<file path="src/rtl/vector_accumulator.sv">
// rtl/vector_accumulator.sv - sums each group of VEC_LEN signed words into one held vector result
//
// Purpose
//   Sits behind the 2-cycle word delay stage. It takes signed DATA_W-bit words over a
//   valid/ready handshake and adds up each run of VEC_LEN accepted words. Each result is
//   sign-extended to ACC_W bits and is held on out_sum with its own valid/ready handshake.
//   Only one vector is in flight at a time. While a result waits for the consumer, no new
//   word is accepted.
//
// Ports
//   clk        in   1       rising-edge clock
//   rst_n      in   1       asynchronous active-low reset
//   clear      in   1       synchronous abort of the partial or held vector (top priority)
//   in_valid   in   1       in_data is valid
//   in_data    in   DATA_W  signed input word
//   in_ready   out  1       a word is accepted this cycle when in_valid is also high
//   out_valid  out  1       out_sum holds a completed vector sum
//   out_sum    out  ACC_W   signed vector sum
//   out_ready  in   1       consumer takes out_sum (ignored while out_valid is low)
//   count      out  8       words accepted so far in the current vector (0..VEC_LEN-1)
//   busy       out  1       a vector is being accumulated or its result is held
//
// Configuration
//   ACC_SAT_EN  when defined, each addition clamps to the signed ACC_W range instead of
//               wrapping. The ports are the same in both builds.

module vector_accumulator #(
    parameter int DATA_W  = 32,
    parameter int VEC_LEN = 8,
    parameter int ACC_W   = 40
) (
    input  logic              clk,
    input  logic              rst_n,
    input  logic              clear,
    input  logic              in_valid,
    input  logic [DATA_W-1:0] in_data,
    output logic              in_ready,
    output logic              out_valid,
    output logic [ACC_W-1:0]  out_sum,
    input  logic              out_ready,
    output logic [7:0]        count,
    output logic              busy
);

    localparam logic [1:0] ST_IDLE  = 2'd0;
    localparam logic [1:0] ST_ACCUM = 2'd1;
    localparam logic [1:0] ST_DONE  = 2'd2;

    // Index of the final word of a vector. The count register is 8 bits wide, so
    // VEC_LEN = 256 still fits because count only runs from 0 to 255.
    localparam logic [7:0] LAST_IDX = 8'(VEC_LEN - 1);

    logic [1:0]       state;
    logic [ACC_W-1:0] acc;
    logic [ACC_W-1:0] word_ext;
    logic [ACC_W-1:0] add_base;
    logic [ACC_W-1:0] sum_next;
    logic             accept;

    // Ready is held low during reset, while a result is held, and in a clear cycle.
    // A word presented in a clear cycle is therefore never accepted.
    assign in_ready = rst_n & ~clear & (state != ST_DONE);
    assign accept   = in_valid & in_ready;
    assign busy     = (state != ST_IDLE);

    assign word_ext = ACC_W'($signed(in_data));

    // The first word of a vector starts from zero rather than from the previous acc.
    // This way IDLE and ACCUM share one adder, and a fresh vector cannot overflow.
    assign add_base = (state == ST_IDLE) ? '0 : acc;

`ifdef ACC_SAT_EN
    logic [ACC_W-1:0] raw_sum;
    logic             ovf;

    assign raw_sum = add_base + word_ext;

    // Overflow occurs only when both operands have the same sign and the result's
    // sign differs from it. The clamp then follows the operand sign. A later
    // opposite-sign word adds normally, so the value moves back in from the clamp.
    assign ovf = (add_base[ACC_W-1] == word_ext[ACC_W-1])
              && (raw_sum[ACC_W-1] != add_base[ACC_W-1]);

    always_comb begin
        sum_next = raw_sum;
        if (ovf) begin
            sum_next = add_base[ACC_W-1] ? {1'b1, {(ACC_W-1){1'b0}}}
                                         : {1'b0, {(ACC_W-1){1'b1}}};
        end
    end
`else
    // Plain modulo-2^ACC_W addition.
    assign sum_next = add_base + word_ext;
`endif

    always_ff @(posedge clk or negedge rst_n) begin
        if (!rst_n) begin
            state     <= ST_IDLE;
            acc       <= '0;
            count     <= '0;
            out_sum   <= '0;
            out_valid <= 1'b0;
        end else if (clear) begin
            // out_sum is left as is. Without out_valid it carries no meaning.
            state     <= ST_IDLE;
            acc       <= '0;
            count     <= '0;
            out_valid <= 1'b0;
        end else begin
            case (state)
                ST_IDLE: begin
                    if (accept) begin
                        acc   <= sum_next;
                        count <= 8'd1;
                        state <= ST_ACCUM;
                    end
                end
                ST_ACCUM: begin
                    if (accept) begin
                        if (count == LAST_IDX) begin
                            out_sum   <= sum_next;
                            out_valid <= 1'b1;
                            acc       <= '0;
                            count     <= '0;
                            state     <= ST_DONE;
                        end else begin
                            acc   <= sum_next;
                            count <= count + 8'd1;
                        end
                    end
                end
                ST_DONE: begin
                    // in_ready is low here, so the handshake cycle never also takes a
                    // word. A pending word is taken in the following IDLE cycle.
                    if (out_ready) begin
                        out_valid <= 1'b0;
                        state     <= ST_IDLE;
                    end
                end
                default: begin
                    state     <= ST_IDLE;
                    acc       <= '0;
                    count     <= '0;
                    out_valid <= 1'b0;
                end
            endcase
        end
    end

endmodule

</file>
<file path="config.mk">
export PLATFORM = sky130hd
export DESIGN_NAME = vector_accumulator
export DESIGN_NICKNAME = d
export VERILOG_FILES = /design/src/rtl/vector_accumulator.sv
export SDC_FILE = /design/constraint.sdc
export NUM_CORES = 1
export LEC_CHECK = 0
export CORE_UTILIZATION = 49
export DETAILED_ROUTE_END_ITERATION = 10
export PLACE_DENSITY = 0.76
export SLEW_MARGIN = 25
export SYNTH_ARGS = -nofsm -noshare
export SYNTH_HDL_FRONTEND = slang
export SYNTH_SLANG_ARGS = --single-unit
</file>
<file path="constraint.sdc">
create_clock -name clk -period 3.4 [get_ports clk]
set_input_delay 0.34 -clock clk [delete_from_list [all_inputs] [get_ports clk]]
set_output_delay 0.34 -clock clk [all_outputs]
set_load 0.1 [all_outputs]
</file>
* After elaboration in Yosys (flattened, before gate mapping)
Cells that the tools add are included.
Storage, ports and cells: word-level logic and storage cells 49, input bits 37, register bits after elaboration 91, output and inout port bits 51
Operators by class: bitwise gates (word level) 4, add/subtract/negate cells 2, reductions and logical operators 6, multiplexer cells 22, eq/ne operators 10
Operator list (count):
- $mux W40 | 5
- $pmux W40 S3 | 1
- $add A40 B40 Y40 | 1
- $mux W8 | 4
- $pmux W8 S3 | 1
- $ne A3 B3 Y1 const B | 4
- $reduce_and A4 Y1 | 3
- $mux W2 | 5
- $add A8 B1 Y8 const B | 1
- $eq A8 B3 Y1 const B | 1
- $ne A2 B2 Y1 const B | 3
- $pmux W2 S3 | 1
- $mux W1 | 4
- $and A1 B1 Y1 | 3
- $pmux W1 S3 | 1
- $reduce_and A3 Y1 | 1
- $eq A2 B1 Y1 const B | 1
- $eq A2 B2 Y1 const B | 1
- $logic_not A2 Y1 | 1
- $reduce_bool A2 Y1 | 1
- $not A1 Y1 | 1

* Logic depth before layout (Yosys ltp)
Gate-level depths: netlist of run 1.
depth after elaboration 7, mapped depth 16, mapped depth without buffers 13

* Least setup slack after synthesis of run 1
No wires, ideal clock.
path kind flip-flop to flip-flop, start point register state[0], end point register out_sum[32], setup time 0.126 ns, slack -0.837 ns, period minus slack after synthesis 4.237 ns, data required time 3.274 ns, arrival 4.111 ns, buffers on the path 3, cell stages (with the launch flop) 15, cells stage by stage dfrtp_1 > clkbuf_1 > or2_2 > clkbuf_1 > clkbuf_1 > nand2_1 > fa_1 > nor2b_1 > o31a_1 > nor3_1 > o2bb2ai_1 > a21oi_1 > o21bai_1 > xor2_1 > mux2_2
On the way: longest elaborated chain between the ends 4, elaborated cells on any way between the ends 8, classes of those cells add/sub: 1; eq/ne: 2; mux: 1; bitwise: 2; reduce/logical: 2
Ends and longest elaborated chain:
- from (decl) | RTL line 53 | logic [1:0] state;
- from (signal assigned) | RTL line 98 | state <= ST_IDLE;
- from (signal assigned) | RTL line 105 | state <= ST_IDLE;
- from (signal assigned) | RTL line 115 | state <= ST_ACCUM;
- parallel branches: the longest is 4 deep, another holds $add A40 B40 Y40
- to (signal assigned) | RTL line 121 | out_sum <= sum_next;
- to (decl) | RTL line 39 | output logic [ACC_W-1:0] out_sum,
Several ways; the timed one is not identified. A chain may end at the register's enable or synchronous reset.

* Final worst setup path of run 1
start point register state[0], end point register out_sum[35]
The elaborated chain is that of the path after synthesis.

==> results of run 1 <==
final cells by class:
class | count | area (um2)
Clock buffer | 10 | 229
Clock inverter | 6 | 48.8
Fill cell | 1040 | 4070
Inverter | 14 | 52.6
Multi-Input combinational cell | 560 | 3860
Sequential cell | 91 | 2280
Tap cell | 168 | 210
Timing Repair Buffer | 161 | 1460
worst paths after layout:
kind | startpoint | slack, ps | endpoint
worst max-delay path | state[0]$_DFFE_PN0P_ | 120 | out_sum[35]$_DFFE_PN0P_
worst min-delay path | rst_n | 60 | count[1]$_DFFE_PN0P_
worst max register to register | state[0]$_DFFE_PN0P_ | 120 | out_sum[35]$_DFFE_PN0P_
worst min register to register | out_sum[8]$_DFFE_PN0P_ | 470 | out_sum[8]$_DFFE_PN0P_
max in group asynchronous | rst_n | 2230 | acc[23]$_DFFE_PN0P_
min in group clk | out_sum[8]$_DFFE_PN0P_ | 470 | out_sum[8]$_DFFE_PN0P_
synthesized netlist by cell type, types with 11 or more instances:
cell / count
dfrtp_1: 91
nand2_1: 88
a21oi_1: 50
nor2_1: 44
ha_1: 40
and2_1: 39
o21ai_0: 36
a22o_1: 34
clkbuf_1: 33
nand3_1: 29
mux2_2: 22
xnor2_1: 19
a21o_1: 18
xor2_1: 16
inv_1: 14
nand4_1: 12
nor3_1: 11
routing by layer:
metal	wire length [um]	vias up
met5	0	-
met4	233	0
met3	728	15
met2	8480	185
met1	8380	2908
li1	-	2807
flip-flops by register name, indices dropped and copies added, names as in the netlist:
signal,cells
count,8
out_valid,1
state,2
acc,40
out_sum,40
cells by family after synthesis:
family | share of synthesized area, %
adders and majority gates | 8.36
muxes | 5.11
DFF | 36.6
AOI/OAI and AO/OA | 21.2
buffers and inverters | 3.24
xor gates and xnor gates | 4.93
and+or+nand+nor | 20.6
worst max-delay path: stages (launching register included):
cell,delay [ps]
dfrtp_1,380
or2_4,340
buf_4,210
and2_1,170
ha_1,410
nand4_1,190
nor2_1,220
nand3_1,170
or3_1,330
o211ai_1,300
xor2_1,140
mux2_2,280
metrics by stage:
stage | total power [mW] | instances | cell area, um2 | setup WS, ps | hold slack, ps
global route | 2.68 | 1010 | 8140 | -17.3 | 114
floorplan | 1.42 | 703 | 6260 | 7.83 | 44.4
global placement | 1.62 | 994 | 7790 | -7.17 | 450
CTS | 2.60 | 1010 | 8080 | 112 | 76.2
detailed placement | 1.63 | 994 | 7790 | -71.3 | 459
finish | 2.58 | 1010 | 8140 | 118 | 64.2
repair_timing:
item	CTS	global route
setup endpoints to repair	7	13
resized for setup	2	12
pin swaps	0	1
endpoints found under the hold margin	0	0
cloned	0	0
report_power, final:
group | switching, mW | internal (mW) | leakage, nW | total [mW]
Clock | 0.457 | 0.504 | 0.137 | 0.961
Combinational | 0.294 | 0.187 | 2.53 | 0.481
Sequential | 0.0195 | 1.12 | 1.25 | 1.14
Total | 0.771 | 1.81 | 3.91 | 2.58
==> impl_metrics.toml, run 1 <==
[global_route]
grtUsageTotal_pct = 28.9
grtUsageMet1_pct = 39.5
first_global_vias = 5877
met3_usage_pct = 3.60
antenna_found_initial = 0
grt_max_degree = 54
busiest_layer = "met2"
grt_pass1_wl_mm = 29.4
grt_overflow = 0
use_met2_pct = 48.1

[power]
vdd_drop_max_v = 0.000268
cellLeakagePower_nw = 3.91
p_per_area_mw_per_mm2 = 317

[cts]
clkSinkCount = 91
numCtsBuffers = 9
cts_setup_buffers = 0
cts-root-buf = "clkbuf_16"
worstSkewPairLatency_ps = 360
ctsHoldBuffers = 0
clockBufferDepth = 2
cts_max_level = 3
clk_pin_slew_worst_paths_ps = 70
cts_tree = "built"

[timing]
slew_headroom_pct = 34.4
period_minus_slack_ps = 3280
setup_viol = 0
layout_worst_path_cycle_share_pct = 96.5
rsz0062_at_grt = "yes"
max_freq_mhz = 305
tightest_slew_ps = 980
hold_viol = 0
skew_ps = 7.73
setup_tns_ps = 0
drv_slew = 0

[setup_path]
worst_ep_required_time_ps = 3640
cp-end-kind = "flop"
cp.arrival_ps = 3520
cp-start-kind = "flop"
path_class = "flop to flop"
path_max_fanout = 16
rr_worst_depth = 11

[min_path]
hp-class = "primary input to async pin"

[detailed_routing]
detail_route.vias_per_cell = 5.86
ant_nets = 0
drtIter0Drc = 463
wl_per_cell_um = 17.6
first_pass_iters = 5
routed_wl_mm = 17.8
vias = 5915
drc = 0

[synth]
ys_ff_latch = 91
ys.flop_type = "dfrtp_1"
synth_fp_nets = 781
syn_area_per_cell_um2 = 8.85
ys_warn_count = 0
synth_edf_count = 0
yosysSeqAreaShare_pct = 36.6
netlist.area_leader.share_pct = 36.6
synthesis.area_mm2 = 0.00622
yosys.cell_types.count = 54
syn-instance-count = 703
synth.area.top_cells = "dfrtp_1 (37%), ha_1 (8.0%), nand2_1 (5.3%)"
yosysTopAreaCell = "dfrtp_1"
async_reset_ff_share_pct = 100

[floorplan]
rows = 40
dieArea_mm2 = 0.0132
num_io_pins = 88
core_area_mm2 = 0.0122
die_h_um = 115
die_w_um = 115
start_util_pct = 51.0

[placement]
dp_hpwl_mm = 13.3
numPortBuffers = 87
place_congestion = 0.893

[final_layout]
drive_gt1_share_pct = 16.7
nets = 915
final_common_cell = "dfrtp_1"
area_delta_synth_final_pct = 30.8
final_core_util_pct = 66.6
layout_common_cells = "dfrtp_1 (91), nand2_1 (88), clkdlybuf4s50_1 (84), buf_4 (74), a21oi_1 (47)"
insertedDiodeCount = 0

[run]
cap_viol_max_count = 0

[outcome]
status = "complete, no violations"
(Power assumes the default switching activity.)
==> inputs of run 2 (changes only) <==
--- a/config.mk
+++ b/config.mk
@@ -5,6 +5,7 @@
 export SDC_FILE = /design/constraint.sdc
 export NUM_CORES = 1
 export LEC_CHECK = 0
+export CAP_MARGIN = 10
 export CORE_UTILIZATION = 49
 export DETAILED_ROUTE_END_ITERATION = 10
 export PLACE_DENSITY = 0.76
==> results of run 2 <==
No change in the layout: final DEF, timing and power equal those of run 1.
==> RTL change: new RTL, config.mk and constraints of run 1 <==
Add a define of `ACC_SAT_EN`.
--- a/src/rtl/vector_accumulator.sv
+++ b/src/rtl/vector_accumulator.sv
@@ -25,2 +25,4 @@
 //               wrapping. The ports are the same in both builds.
+
+`define ACC_SAT_EN
 
Function: no difference found for any inputs over 4 cycles, from zero or initial values and one cycle with rst_n low; that may be too few to reach the edited logic, so the function may still have changed.
==> RTL change against run 1 <==
The flow now finishes with violations (design-rule violations, max-capacitance violations, max-slew violations, negative setup slack); maximum frequency is 25% lower; final area up 13%; via count rose by 8.9%; synthesized cell count is 0.71% lower; sequential cell count unchanged; power increased by 19%; worst setup slack got worse by 1.1 ns; sequential power up 4%; die area decreased by 4.5%; synthesized area fell by 4.6%; routed wire length increased by 17%; global-route usage increased by 3.4 points.
==> RTL change: results (changes against run 1) <==
stage	metric	value	unit	change
cts	CTS resizes	60		was 2
critical_path	cell family with most CP delay	compound AO/OA/AOI/OAI gates		was simple AND/OR/NAND/NOR gates
run	MaxCap Viol Count	1		was 0
critical_path	slowest stage delay, CP	0.59	ns	was 0.41 ns
layout	final core occ	79.4	%	was 66.6%
cts	Post-CTS Setup Bufs	5		was 0
global_route	met3 GRT Util	4.81	%	was 3.60%
layout	layout cells sized above 1	31.2	%	was 16.7%
run_status	status	finished with violations		was finished clean
synth	Synth Area in Compound Gates	23.8	%	was 21.2%
critical_path	CP max stage cell	fa_2		was ha_1
placed_design	DP Worst Slack	-1.01	ns	was -0.0713 ns
critical_path	arrival time worst endpoint	4.67	ns	was 3.52 ns
detailed_routing	total number of vias	6439		was 5,915
sta	setup TNS	-66.38	ns	was 0 ns
layout	multi-input gates	570		was 560
placed_design	Post-DP HPWL	13600	um	was 13,300 um
sta	setup ws final	-0.983	ns	was 0.118 ns
layout	CLK BUF	13		was 10
synth	Post-Synth Adder-Cell Area	9.10	%	was 8.36%
layout	fin cells	1081		was 1,010
power	clock network fraction of total power	32.2	%	was 37.3%
global_route	GR Util met2	52.5	%	was 48.1%
detailed_routing	DRC Markers	6		was 0
synth	synth cell count leaders	nand2_1 (97), dfrtp_1 (91), o21ai_0 (89)		was dfrtp_1 (91), nand2_1 (88), a21oi_1 (50)
sta	Pins Over Slew Limit	7		was 0
sta	slew margin rel.	-4.91	%	was 34.4%
critical_path	Crit Path Max Fanout	5		was 16
synth	fraction of synthesized area in multiplexers	0.548	%	was 5.11%
detailed_routing	TritonRoute pass-1 iters	8		was 5
synth	syn nets	777		was 781
sta	Setup Skew	0.00852	ns	was 0.00773 ns
power	Switching Share	31.1	%	was 29.9%
global_route	met1 Use GR	42.2	%	was 39.5%
synth	Yosys cell types	48		was 54
sta	Final Hold Slack	0.324	ns	was 0.0642 ns
run_status	failing checks	design-rule violations, max-capacitance violations, max-slew violations, negative setup slack		
sta	Final setup viols	78		was 0
synth	xor and xnor area share after synthesis	5.31	%	was 4.93%
power	Peak supply drop	0.279	mV	was 0.268 mV
cts	Hold Buf Count CTS	1		was 0
layout	clock network share of area	3.04	%	was 3.41%
detailed_routing	mean routed wirelength per cell	19.3	um	was 17.6 um
[RTL change: changes by cell type in the layout (fill, tap and decap cells not counted), moves of 16 or more]
cell	run 1	this run
buf_4	74	145
o21ai_1	1	36
a22o_1	34	11
mux2_2	22	2
a21o_1	18	36
o21ai_2	1	17
[RTL change: layer usage]
metal / vias up / part of all wire, %
met1: 3156 / 42
met5: - / 0
met4: 0 / 3.4
li1: 2963 / -
met3: 53 / 6.8
met2: 267 / 47
[RTL change: worst paths after layout]
| path | from | end |
|---|---|---|
| setup / recovery | state[0]$_DFFE_PN0P_ | out_sum[20]$_DFFE_PN0P_ |
| hold / removal | rst_n | out_valid$_DFFE_PN0P_ |
| setup reg to reg | state[0]$_DFFE_PN0P_ | out_sum[20]$_DFFE_PN0P_ |
| hold reg to reg | acc[26]$_DFFE_PN0P_ | acc[26]$_DFFE_PN0P_ |
| max in group asynchronous | rst_n | state[0]$_DFFE_PN0P_ |
| min in group clk | acc[26]$_DFFE_PN0P_ | acc[26]$_DFFE_PN0P_ |
